`src/rtl/se2pa_pkg.sv`:
```
// Shared definitions for the FFT serial/parallel converters: sample width, lane geometry, lane map.
// Lane ordering follows SE2PA_BITREV_EN: defined gives bit-reversed (DIF) order, undefined gives natural order.
package se2pa_pkg;

   localparam int NB_DEFAULT = 16;
   localparam int LANES      = 4;
   localparam int LANE_W     = 2;

   typedef logic [LANE_W-1:0] lane_t;

   function automatic lane_t bitrev2(input lane_t k);
      return {k[0], k[1]};
   endfunction

   // The unpacker at stage outputs uses this same map, so both ends agree on lane order.
   function automatic lane_t lane_map(input lane_t k);
`ifdef SE2PA_BITREV_EN
      return bitrev2(k);
`else
      return k;
`endif
   endfunction

endpackage

```
`src/rtl/se2pa.sv`:
```
// Serial-to-parallel collector: gathers four complex samples into one 4-lane word and strobes RDY.
// Lane order is selected by SE2PA_BITREV_EN (see se2pa_pkg::lane_map).
module se2pa
   import se2pa_pkg::*;
#(
   parameter int NB = NB_DEFAULT
)
(
   input  logic                CLK,
   input  logic                RST,
   input  logic                START,
   input  logic                DV,
   input  logic [NB-1:0]       DR,
   input  logic [NB-1:0]       DI,
   output logic [LANES*NB-1:0] OR,
   output logic [LANES*NB-1:0] OI,
   output logic                RDY,
   output logic [LANE_W-1:0]   CNT
);

   // Handshake: a sample is accepted on every edge where DV=1 (no backpressure);
   // RDY is a single-cycle strobe, and OR/OI hold that word until the next RDY.

   logic [LANES*NB-1:0] ar;
   logic [LANES*NB-1:0] ai;
   logic [LANES*NB-1:0] ar_nxt;
   logic [LANES*NB-1:0] ai_nxt;
   lane_t               wr_lane;
   lane_t               cnt_nxt;
   logic                complete;

   always_comb begin
      ar_nxt   = ar;
      ai_nxt   = ai;
      cnt_nxt  = CNT;
      // START restarts the frame, so the current sample lands in lane 0.
      wr_lane  = START ? lane_map(lane_t'(0)) : lane_map(CNT);
      complete = DV && !START && (CNT == lane_t'(LANES - 1));

      if (DV) begin
         for (int k = 0; k < LANES; k++) begin
            if (wr_lane == lane_t'(k)) begin
               ar_nxt[k*NB +: NB] = DR;
               ai_nxt[k*NB +: NB] = DI;
            end
         end
      end

      if (START) begin
         cnt_nxt = DV ? lane_t'(1) : lane_t'(0);
      end else if (DV) begin
         cnt_nxt = CNT + lane_t'(1);
      end
   end

   // The last sample maps to lane 3 in both orders, so ar_nxt is the full word.
   always_ff @(posedge CLK or negedge RST) begin
      if (!RST) begin
         ar  <= '0;
         ai  <= '0;
         OR  <= '0;
         OI  <= '0;
         RDY <= 1'b0;
         CNT <= '0;
      end else begin
         ar  <= ar_nxt;
         ai  <= ai_nxt;
         CNT <= cnt_nxt;
         RDY <= complete;
         if (complete) begin
            OR <= ar_nxt;
            OI <= ai_nxt;
         end
      end
   end

endmodule

```
`config.mk`:
```
export PLATFORM = sky130hd
export DESIGN_NAME = se2pa
export DESIGN_NICKNAME = d
export VERILOG_FILES = /design/src/rtl/se2pa_pkg.sv /design/src/rtl/se2pa.sv
export SDC_FILE = /design/constraint.sdc
export NUM_CORES = 1
export LEC_CHECK = 0
export CORE_ASPECT_RATIO = 0.8
export CORE_MARGIN = 2
export CORE_UTILIZATION = 65
export CTS_CLUSTER_DIAMETER = 80
export CTS_CLUSTER_SIZE = 40
export DETAILED_ROUTE_END_ITERATION = 7
export DONT_BUFFER_PORTS = 1
export HOLD_SLACK_MARGIN = 0.03
export MAX_ROUTING_LAYER = met4
export PLACE_DENSITY = 0.93
export SYNTH_ARGS = -nofsm -noshare
export SYNTH_HDL_FRONTEND = slang
export SYNTH_SLANG_ARGS = --single-unit
```
`constraint.sdc`:
```
create_clock -name CLK -period 5.62 [get_ports CLK]
set_clock_uncertainty 0.1 [all_clocks]
set_input_delay 0.843 -clock CLK [delete_from_list [all_inputs] [get_ports CLK]]
set_output_delay 0.843 -clock CLK [all_outputs]
set_load 0.02 [all_outputs]
```
==> results of run 1 <==
report_power, final:
group	total, mW	internal (mW)	switching (mW)
clock	0.906	0.366	0.540
sequential	3.51	2.57	0.940
combinational	1.00	0.636	0.369
total	5.42	3.57	1.85
cell usage in the layout (no fill, tap or decap), drive strengths merged, types with 2 or more instances in the layout:
| master | count |
|---|---|
| dfrtp | 259 |
| mux2 | 224 |
| mux2i | 33 |
| o21ai | 33 |
| nand2 | 32 |
| clkbuf | 11 |
| buf | 6 |
| and4bb | 2 |
| nor2 | 2 |
| inv | 2 |
logic make-up (layout without fill, tap and decap cells):
family	count (synthesis)	after routing	synth area share, %
xor+xnor	1	1	0.0862
buf+inv	36	20	2.31
compound gates	33	33	1.63
simple gates	39	39	1.79
fa+ha+maj	1	1	0.123
flops	259	259	63.8
mux	257	257	30.3
state kept, by name, indices dropped and copies added, names as in the netlist:
name and cells:
ar 64, ai 64, CNT 2, OI 64
RDY 1, OR 64
layout make-up:
class | count | area, um^2
tap | 210 | 263
inverter | 1 | 6.26
sequential | 259 | 6480
clock buffer | 11 | 275
timing repair buffer | 6 | 45.0
fill | 990 | 4600
clock inverter | 2 | 25.0
multi-input combinational | 331 | 3460
stage by stage:
step                      cell area [um^2]  hold slack (ns)  total power [mW]
after floorplan                      10200            0.365              4.22
after global placement               10300            0.375              4.43
after detailed placement             10300            0.375              4.56
after CTS                            10600          -0.0810              5.46
after global routing                 10600          -0.0890              5.68
final                                10600          -0.0717              5.42
layer usage:
metal / vias to the layer above / track usage, %
li1: 2155 / -
met1: 2618 / 30.7
met2: 128 / 39.3
met3: 24 / 6.24
met4: 0 / 4.25
met5: - / -
critical path, stage by stage, from the launching register on:
cell      delay [ns]
dfrtp_1         0.63
ha_1            0.22
nand3b_1        0.09
buf_4           0.33
inv_4           0.73
buf_4           0.51
mux2_2          0.40
worst max path at each step:
stage                      start      to  slack [ns]  depth (start not counted)
after floorplan               DV  OI[34]        3.42                          6
after global placement     START  OR[58]        2.51                          5
after detailed placement   START  OR[26]        2.40                          5
after CTS                 CNT[0]  OR[26]        2.47                          6
after global routing      CNT[0]  OR[28]        2.27                          6
final                     CNT[0]  OR[26]        2.42                          6
==> key figures, run 1 <==
Status
  • Outcome: complete, but fails checks
  • Failing checks: negative hold slack

Pwr
  • Max VDD drop: 0.000418 V
  • PD cells: 513 mW/mm^2
  • Static leakage: 4.96 nW

STA
  • Final min period: 3.20 ns
  • Post-route setup slack: 2.42 ns
  • Setup tns final: 0 ns
  • Pins over their slew limit: 0
  • Slew margin rel.: 25.5%
  • Fmax: 0.312 GHz
  • Final hold viol count: 241
  • Hold slack final: -0.0717 ns
  • Final Cycle Share: 57.0%
  • Setup Viol. Count Final: 0
  • Measured slew at the worst slew-check pin: 1.11 ns
  • RSZ-0062 raised after global routing: no

Finish
  • Layout Nets: 646
  • Antenna diodes: 0
  • Finished Core Util: 69.6%
  • Final Non-Filler Cells: 820
  • Fraction of layout cells with a size suffix above 1: 40.8%
  • Area grow syn2layout: 3.92%

Worst setup path
  • R2R Path Start: CNT[0]
  • FF-to-FF setup slack: 2.42 ns
  • Critical Path AT: 3.48 ns
  • CP startpoint kind: flip-flop
  • Crit Path Max Fanout: 68
  • Critical path type: flip-flop to flip-flop
  • Crit end category: flip-flop
  • Reg-to-reg endpoint: OR[26]
  • Worst r2r path cells: 6
  • CP Data Required Time: 5.90 ns

Floorplan
  • Die area: 0.0167 mm^2
  • Core Footprint: 0.0152 mm^2
  • # IOs: 167
  • Initial Util: 67.0%
  • Die Height: 116 um
  • FP Rows: 40
  • Chip width: 144 um

Logic synthesis
  • Most common cell in the netlist: dfrtp_1
  • Sequential-to-total area share from yosys stat: 63.8%
  • Synth cell types: 19
  • Synth area leader: dfrtp_1
  • Ys flop type: dfrtp_1
  • Ranking of synthesized cells by area: dfrtp_1 64%, mux2_2 18%, mux2_4 8.9%
  • FF+latch count, synth: 259
  • Mean Syn Cell Area: 16.2 um^2
  • EDFF count, synth: 0
  • Syn nets: 663
  • Warnings, synthesis: 0
  • Asr flop ratio synth: 100%
  • Yosys top cell area share: 63.8%
  • Mapped cell area: 0.0102 mm^2
  • Top cells by count, synth: 259 x dfrtp_1, 164 x mux2_2, 60 x mux2_4
  • Cells after Synth: 626

Route
  • Top Layer Used: met4
  • Routed wire length: 18.9 mm
  • WL met1: 7.89 mm
  • Met3 wire length: 1.36 mm
  • Detailed-route via count: 4925
  • Drt pass-1 iters: 4
  • DRT iter0 DRCs: 190
  • Via density per instance: 6.01
  • WL per Instance: 23.0 um
  • Post-DRT Antenna Nets: 0
  • DRC: 0
  • WL met2: 9.37 mm

CTS
  • CTS Buf Count: 10
  • CTS tree: done
  • Clk_lat worst skew: 0.49 ns
  • Buffer count from post-CTS setup fixing: 0
  • CTS Buffer Depth: 3
  • CTS root buf: clkbuf_16
  • CTS Sinks: 259
  • CTS H-tree lvls: 1
  • Post-CTS Resized: 0
  • Clock-pin slew on the worst setup and hold paths: 0.14 ns

Min path
  • Hold Crit Class: input port to asynchronous set/reset pin

Placed design
  • PortBufs: 0
  • Dpl cells: 807
  • GPL Wtd Cong: 0.781
  • Dpl ws: 2.40 ns
  • DP HPWL: 12.2 mm

Global routing
  • Antenna violations before repair: 0
  • Global route overflow: 0
  • Global-route wire length before repair: 29.9 mm
  • Vias in the first global route: 5374
  • Gr usage total: 23.9%
  • Largest net degree at the start of global routing: 260

Run
  • Maxcap violations: 0
No activity file was read; power rests on OpenSTA's default activity.
==> run 2: changes to the inputs <==
CORE_UTILIZATION = 63   (was 65)
PLACE_DENSITY = 0.91   (was 0.93)
clock period = 3.25 ns   (was 5.62 ns; I/O delays follow)
==> run 2 against run 1 <==
Against the previous run: the run still ends with negative hold slack left; global-route usage fell by 0.061 points; clock power rose by 82%; fmax up 25%; die area is 3.1% higher; routed wire length rose by 4.2%; worst setup slack worse by 1.7 ns; sequential share of layout area down 1.3 points; combinational power grew 77%; cell count rose by 3.0%; highest routed layer unchanged.
==> key figures, run 2 (synthesis results as in run 1) <==
Floorplan
  • Chip width: 146 um
  • Die area: 0.0172 mm^2
  • Die Height: 118 um
  • # IOs: 167
  • Initial Util: 64.3%
  • Core Footprint: 0.0158 mm^2
  • FP Rows: 41

CTS
  • Post-CTS Resized: 0
  • CTS Buffer Depth: 3
  • Clock-pin slew on the worst setup and hold paths: 0.13 ns
  • CTS Buf Count: 10
  • Clk_lat worst skew: 0.49 ns
  • CTS Sinks: 259
  • CTS tree: done
  • CTS root buf: clkbuf_16
  • Buffer count from post-CTS setup fixing: 0
  • CTS H-tree lvls: 1

Run
  • Maxcap violations: 0

Min path
  • Hold Crit Class: input port to asynchronous set/reset pin

Route
  • Via density per instance: 5.99
  • WL per Instance: 23.3 um
  • Post-DRT Antenna Nets: 0
  • DRT iter0 DRCs: 266
  • Routed wire length: 19.7 mm
  • Drt pass-1 iters: 4
  • DRC: 0
  • Detailed-route via count: 5059

Worst setup path
  • Crit Path Max Fanout: 19
  • Max stage delay on crit path: 0.66 ns
  • FF-to-FF setup slack: 0.69 ns
  • CP startpoint kind: flip-flop
  • Worst r2r path cells: 4
  • Cell family with most CP delay: flip-flops
  • R2R Path Start: CNT[1]
  • Buffers & Inverters on Critical Path: 1
  • Crit end category: flip-flop
  • Reg-to-reg endpoint: OI[56]
  • CP Data Required Time: 3.53 ns
  • Critical Path AT: 2.83 ns
  • Crit path top cell by count: mux2_2
  • Critical path type: flip-flop to flip-flop
  • Cell chain of the critical path: nand4b_2 -> buf_4 -> mux2_2 -> mux2_2
  • CP max-delay cell: dfrtp_1

Finish
  • Area grow syn2layout: 6.24%
  • Fraction of layout cells with a size suffix above 1: 40.2%
  • Layout Nets: 665
  • Most frequent cells in the layout: 259 x dfrtp_1, 164 x mux2_2, 60 x mux2_4
  • Final instance area: 0.0108 mm^2
  • Commonest non-fill, non-tap cell in the layout: dfrtp_1
  • Antenna diodes: 0
  • Finished Core Util: 68.3%
  • Final Non-Filler Cells: 845

Status
  • Outcome: complete, but fails checks
  • Failing checks: negative hold slack

Global routing
  • Global route overflow: 0
  • Global-route wire length before repair: 31.7 mm
  • Vias in the first global route: 5467
  • Antenna violations before repair: 0
  • Largest net degree at the start of global routing: 260
  • Gr usage total: 23.8%

Pwr
  • Switching Power: 3.24 mW
  • Max VDD drop: 0.000473 V
  • Comb pwr share: 18.6%
  • Static leakage: 5.06 nW
  • PD cells: 880 mW/mm^2
  • Clk network pwr share: 17.4%
  • Switch share: 34.0%
  • Seq pwr share: 64.0%
  • Internal power: 6.27 mW

Placed design
  • Post-DP Area: 0.0103 mm^2
  • Dpl cells: 815
  • DP HPWL: 12.8 mm
  • GPL Wtd Cong: 0.797
  • PortBufs: 0

STA
  • Fmax: 0.391 GHz
  • Setup Viol. Count Final: 0
  • Slew margin rel.: 57.5%
  • RSZ-0062 raised after global routing: no
  • Hold slack final: -0.408 ns
  • Measured slew at the worst slew-check pin: 0.635 ns
  • Pins over their slew limit: 0
  • Final hold viol count: 259
  • Final Cycle Share: 78.7%
  • Setup tns final: 0 ns
  • Final min period: 2.56 ns
==> run 2: changes by cell type in the layout (fill, tap and decap cells not counted) <==
cell / previous run / this run
bufinv_16: 0 / 1
clkinv_2: 1 / 0
dlygate4sd3_1: 0 / 16
inv_16: 1 / 0
buf_4: 6 / 7
buf_12: 0 / 2
inv_6: 0 / 2
==> run 2: what timing repair did <==
item | CTS | global route
hold endpoints to repair | 262 | 273
endpoints found under the setup margin | 0 | 0
hold buffers | 3 | 13
==> run 2: layer usage <==
metal	global-route usage [%]	up-vias	wire length [um]
li1	-	2189	-
met1	31.0	2710	8230
met2	37.4	139	9560
met3	7.60	21	1630
met4	5.16	0	245
met5	-	-	0
==> run 2: worst register-to-register path, delay by kind of cell, from the launching register on <==
family	cells	cell delay, ns
flops	1	0.66
simple gates	1	0.62
mux	2	0.62
buf+inv	1	0.47
==> run 2: worst max-delay path by stage <==
stage / end / cells past startpoint / startpoint / slack (ns)
after detailed placement: OI[58] / 4 / CNT[1] / 0.74
after CTS: OI[56] / 4 / CNT[1] / 0.73
after floorplan: OR[34] / 7 / CNT[1] / 1.28
after global routing: OI[61] / 4 / CNT[1] / 0.64
after global placement: OI[28] / 4 / CNT[1] / 0.87
final: OI[56] / 4 / CNT[1] / 0.69
==> run 2: cell type report <==
cell class / instances / area [um^2]
Sequential cell: 259 / 6480
Fill cell: 1023 / 5000
Multi-Input combinational cell: 331 / 3460
Clock buffer: 11 / 275
Tap cell: 215 / 269
Timing Repair Buffer: 25 / 253
Clock inverter: 3 / 47.5
Inverter: 1 / 6.26
==> run 2: power by group through the flow <==
stage | combinational, mW | clock (mW) | sequential (mW)
CTS | 1.77 | 1.67 | 6.10
floorplan | 1.48 | 0 | 5.82
global route | 1.95 | 1.79 | 6.22
detailed placement | 1.76 | 0 | 6.16
global placement | 1.59 | 0 | 6.10
finish | 1.77 | 1.65 | 6.08
==> run 2: through the flow <==
step	hold slack, ns	power, mW	setup slack, ns
after floorplan	0.0919	7.30	1.28
after global placement	0.103	7.69	0.871
after detailed placement	0.103	7.92	0.743
after CTS	-0.421	9.54	0.735
after global routing	-0.440	9.96	0.635
final	-0.408	9.50	0.693
==> run 3: changes to the inputs <==
clock period = 2.4 ns   (was 3.25 ns; I/O delays follow)
==> run 3 against run 2 <==
Against the previous run: the flow still finishes with violations (negative hold slack); global-route usage up 1.4 points; register-to-register slack worse by 0.38 ns; routed wire length up 3.3%; fmax up 22%; sequential power up 35%; flip-flop and latch count unchanged; via count up 1.9%; sequential share of layout area down 1.4 points; clock power up 35%; worst setup slack worse by 0.38 ns; non-clock buffer count up 27; cell count up 3.2%; critical endpoint is now OI[33]; highest routed layer unchanged.
==> key figures, run 3 (synthesis results as in run 1) <==
Floorplan
  • Core Footprint: 0.0158 mm^2
  • Die Height: 118 um
  • Die area: 0.0172 mm^2
  • Chip width: 146 um
  • FP Rows: 41
  • Initial Util: 64.3%
  • # IOs: 167

Finish
  • Final instance area: 0.0111 mm^2
  • Antenna diodes: 0
  • Commonest non-fill, non-tap cell in the layout: dfrtp_1
  • Fraction of layout cells with a size suffix above 1: 39.7%
  • Most frequent cells in the layout: 259 x dfrtp_1, 164 x mux2_2, 60 x mux2_4
  • Finished Core Util: 70.0%
  • Layout Nets: 692
  • Area grow syn2layout: 8.85%

STA
  • Final hold viol count: 259
  • Slew margin rel.: 56.4%
  • Setup Viol. Count Final: 0
  • Hold slack final: -0.537 ns
  • Setup tns final: 0 ns
  • Fmax: 0.479 GHz
  • Measured slew at the worst slew-check pin: 0.654 ns
  • Pins over their slew limit: 0
  • Final Cycle Share: 87.0%
  • RSZ-0062 raised after global routing: no
  • Final min period: 2.09 ns

Route
  • Routed wire length: 20.3 mm
  • Post-DRT Antenna Nets: 0
  • DRC: 0
  • WL per Instance: 23.3 um
  • Drt pass-1 iters: 4
  • Detailed-route via count: 5156
  • Via density per instance: 5.91
  • DRT iter0 DRCs: 306

CTS
  • CTS H-tree lvls: 1
  • CTS Sinks: 259
  • # hold bufs at CTS: 35
  • CTS Buffer Depth: 3
  • CTS root buf: clkbuf_16
  • Buffer count from post-CTS setup fixing: 0
  • CTS tree: done
  • Clk_lat worst skew: 0.48 ns
  • Clock-pin slew on the worst setup and hold paths: 0.13 ns
  • CTS Buf Count: 10
  • Post-CTS Resized: 0

Worst setup path
  • CP max-delay cell: dfrtp_1
  • CP startpoint kind: flip-flop
  • Cell chain of the critical path: buf_4 -> and4bb_2 -> buf_4 -> mux2_2 -> mux2_2
  • Crit end category: flip-flop
  • Critical path type: flip-flop to flip-flop
  • Crit Path Max Fanout: 12
  • Critical Path AT: 2.36 ns
  • Max stage delay on crit path: 0.47 ns
  • CP Data Required Time: 2.67 ns
  • Buffers & Inverters on Critical Path: 2
  • Cell family with most CP delay: multiplexers

Min path
  • Hold Crit Class: input port to asynchronous set/reset pin

Global routing
  • Gr usage total: 25.2%
  • Vias in the first global route: 5696
  • Global-route wire length before repair: 33.4 mm
  • Largest net degree at the start of global routing: 260
  • Antenna violations before repair: 0
  • Global route overflow: 0

Status
  • Outcome: complete, but fails checks
  • Failing checks: negative hold slack

Placed design
  • GPL Wtd Cong: 0.812
  • Post-DP Area: 0.0104 mm^2
  • DP HPWL: 13.1 mm
  • PortBufs: 0

Run
  • Maxcap violations: 0

Pwr
  • Max VDD drop: 0.000789 V
  • PD cells: 1170 mW/mm^2
  • Static leakage: 5.18 nW
[run 3: changes by cell type in the layout (fill, tap and decap cells not counted), sizes merged]
cell         previous run  this run
buf                     9        17
dlygate4sd3            16        35
[run 3: per-layer routing]
layer,part of all wire (%),routed length (um),global-route usage [%],vias to the layer above
met4,1.6,317,4.37,0
li1,-,-,-,2236
met5,0,0,-,-
met1,43,8740,33.7,2754
met2,48,9820,40.4,144
met3,7.1,1440,6.43,22
[run 3: area by class of cell]
type                    count  area (um^2)
flip-flops and latches    259         6480
fillers                  1028         4740
multi-input cells         331         3460
clock inverters             3         50.0
clock buffers              11          275
repair buffers             52          515
well taps                 215          269
inverters                   1         6.26
[run 3: worst register-to-register path: cells and delay by family (launching register included)]
kind | cells | cell delay, ns
muxes | 2 | 0.66
buffers and inverters | 2 | 0.48
DFF | 1 | 0.47
and+or+nand+nor | 1 | 0.28
[run 3: worst paths after layout]
check / start / endpoint / slack [ns] / depth (start not counted)
setup / recovery: CNT[1] / OI[33] / 0.31 / 5
min in group CLK: DR[1] / OR[1] / 0.04 / 2
setup reg to reg: CNT[1] / OI[33] / 0.31 / 5
hold / removal: RST / ai[39] / -0.54 / 0
max in group asynchronous: RST / ai[11] / 2.24 / 0
hold reg to reg: ai[55] / ai[55] / 0.41 / 1
[run 3: stage by stage]
stage | worst slack [ns] | hold slack, ns | power, mW | cells
floorplan | 0.431 | -0.0356 | 9.89 | 626
global placement | 0.449 | -0.0232 | 10.4 | 823
detailed placement | 0.359 | -0.0219 | 10.7 | 823
CTS | 0.332 | -0.548 | 13.0 | 872
global route | 0.214 | -0.564 | 13.5 | 872
finish | 0.312 | -0.537 | 12.9 | 872
[run 3: report_power, final]
part | switching [mW] | leakage [nW] | internal, mW
combinational | 0.950 | 1.75 | 1.55
clock | 1.26 | 0.160 | 0.963
sequential | 2.21 | 3.27 | 6.02
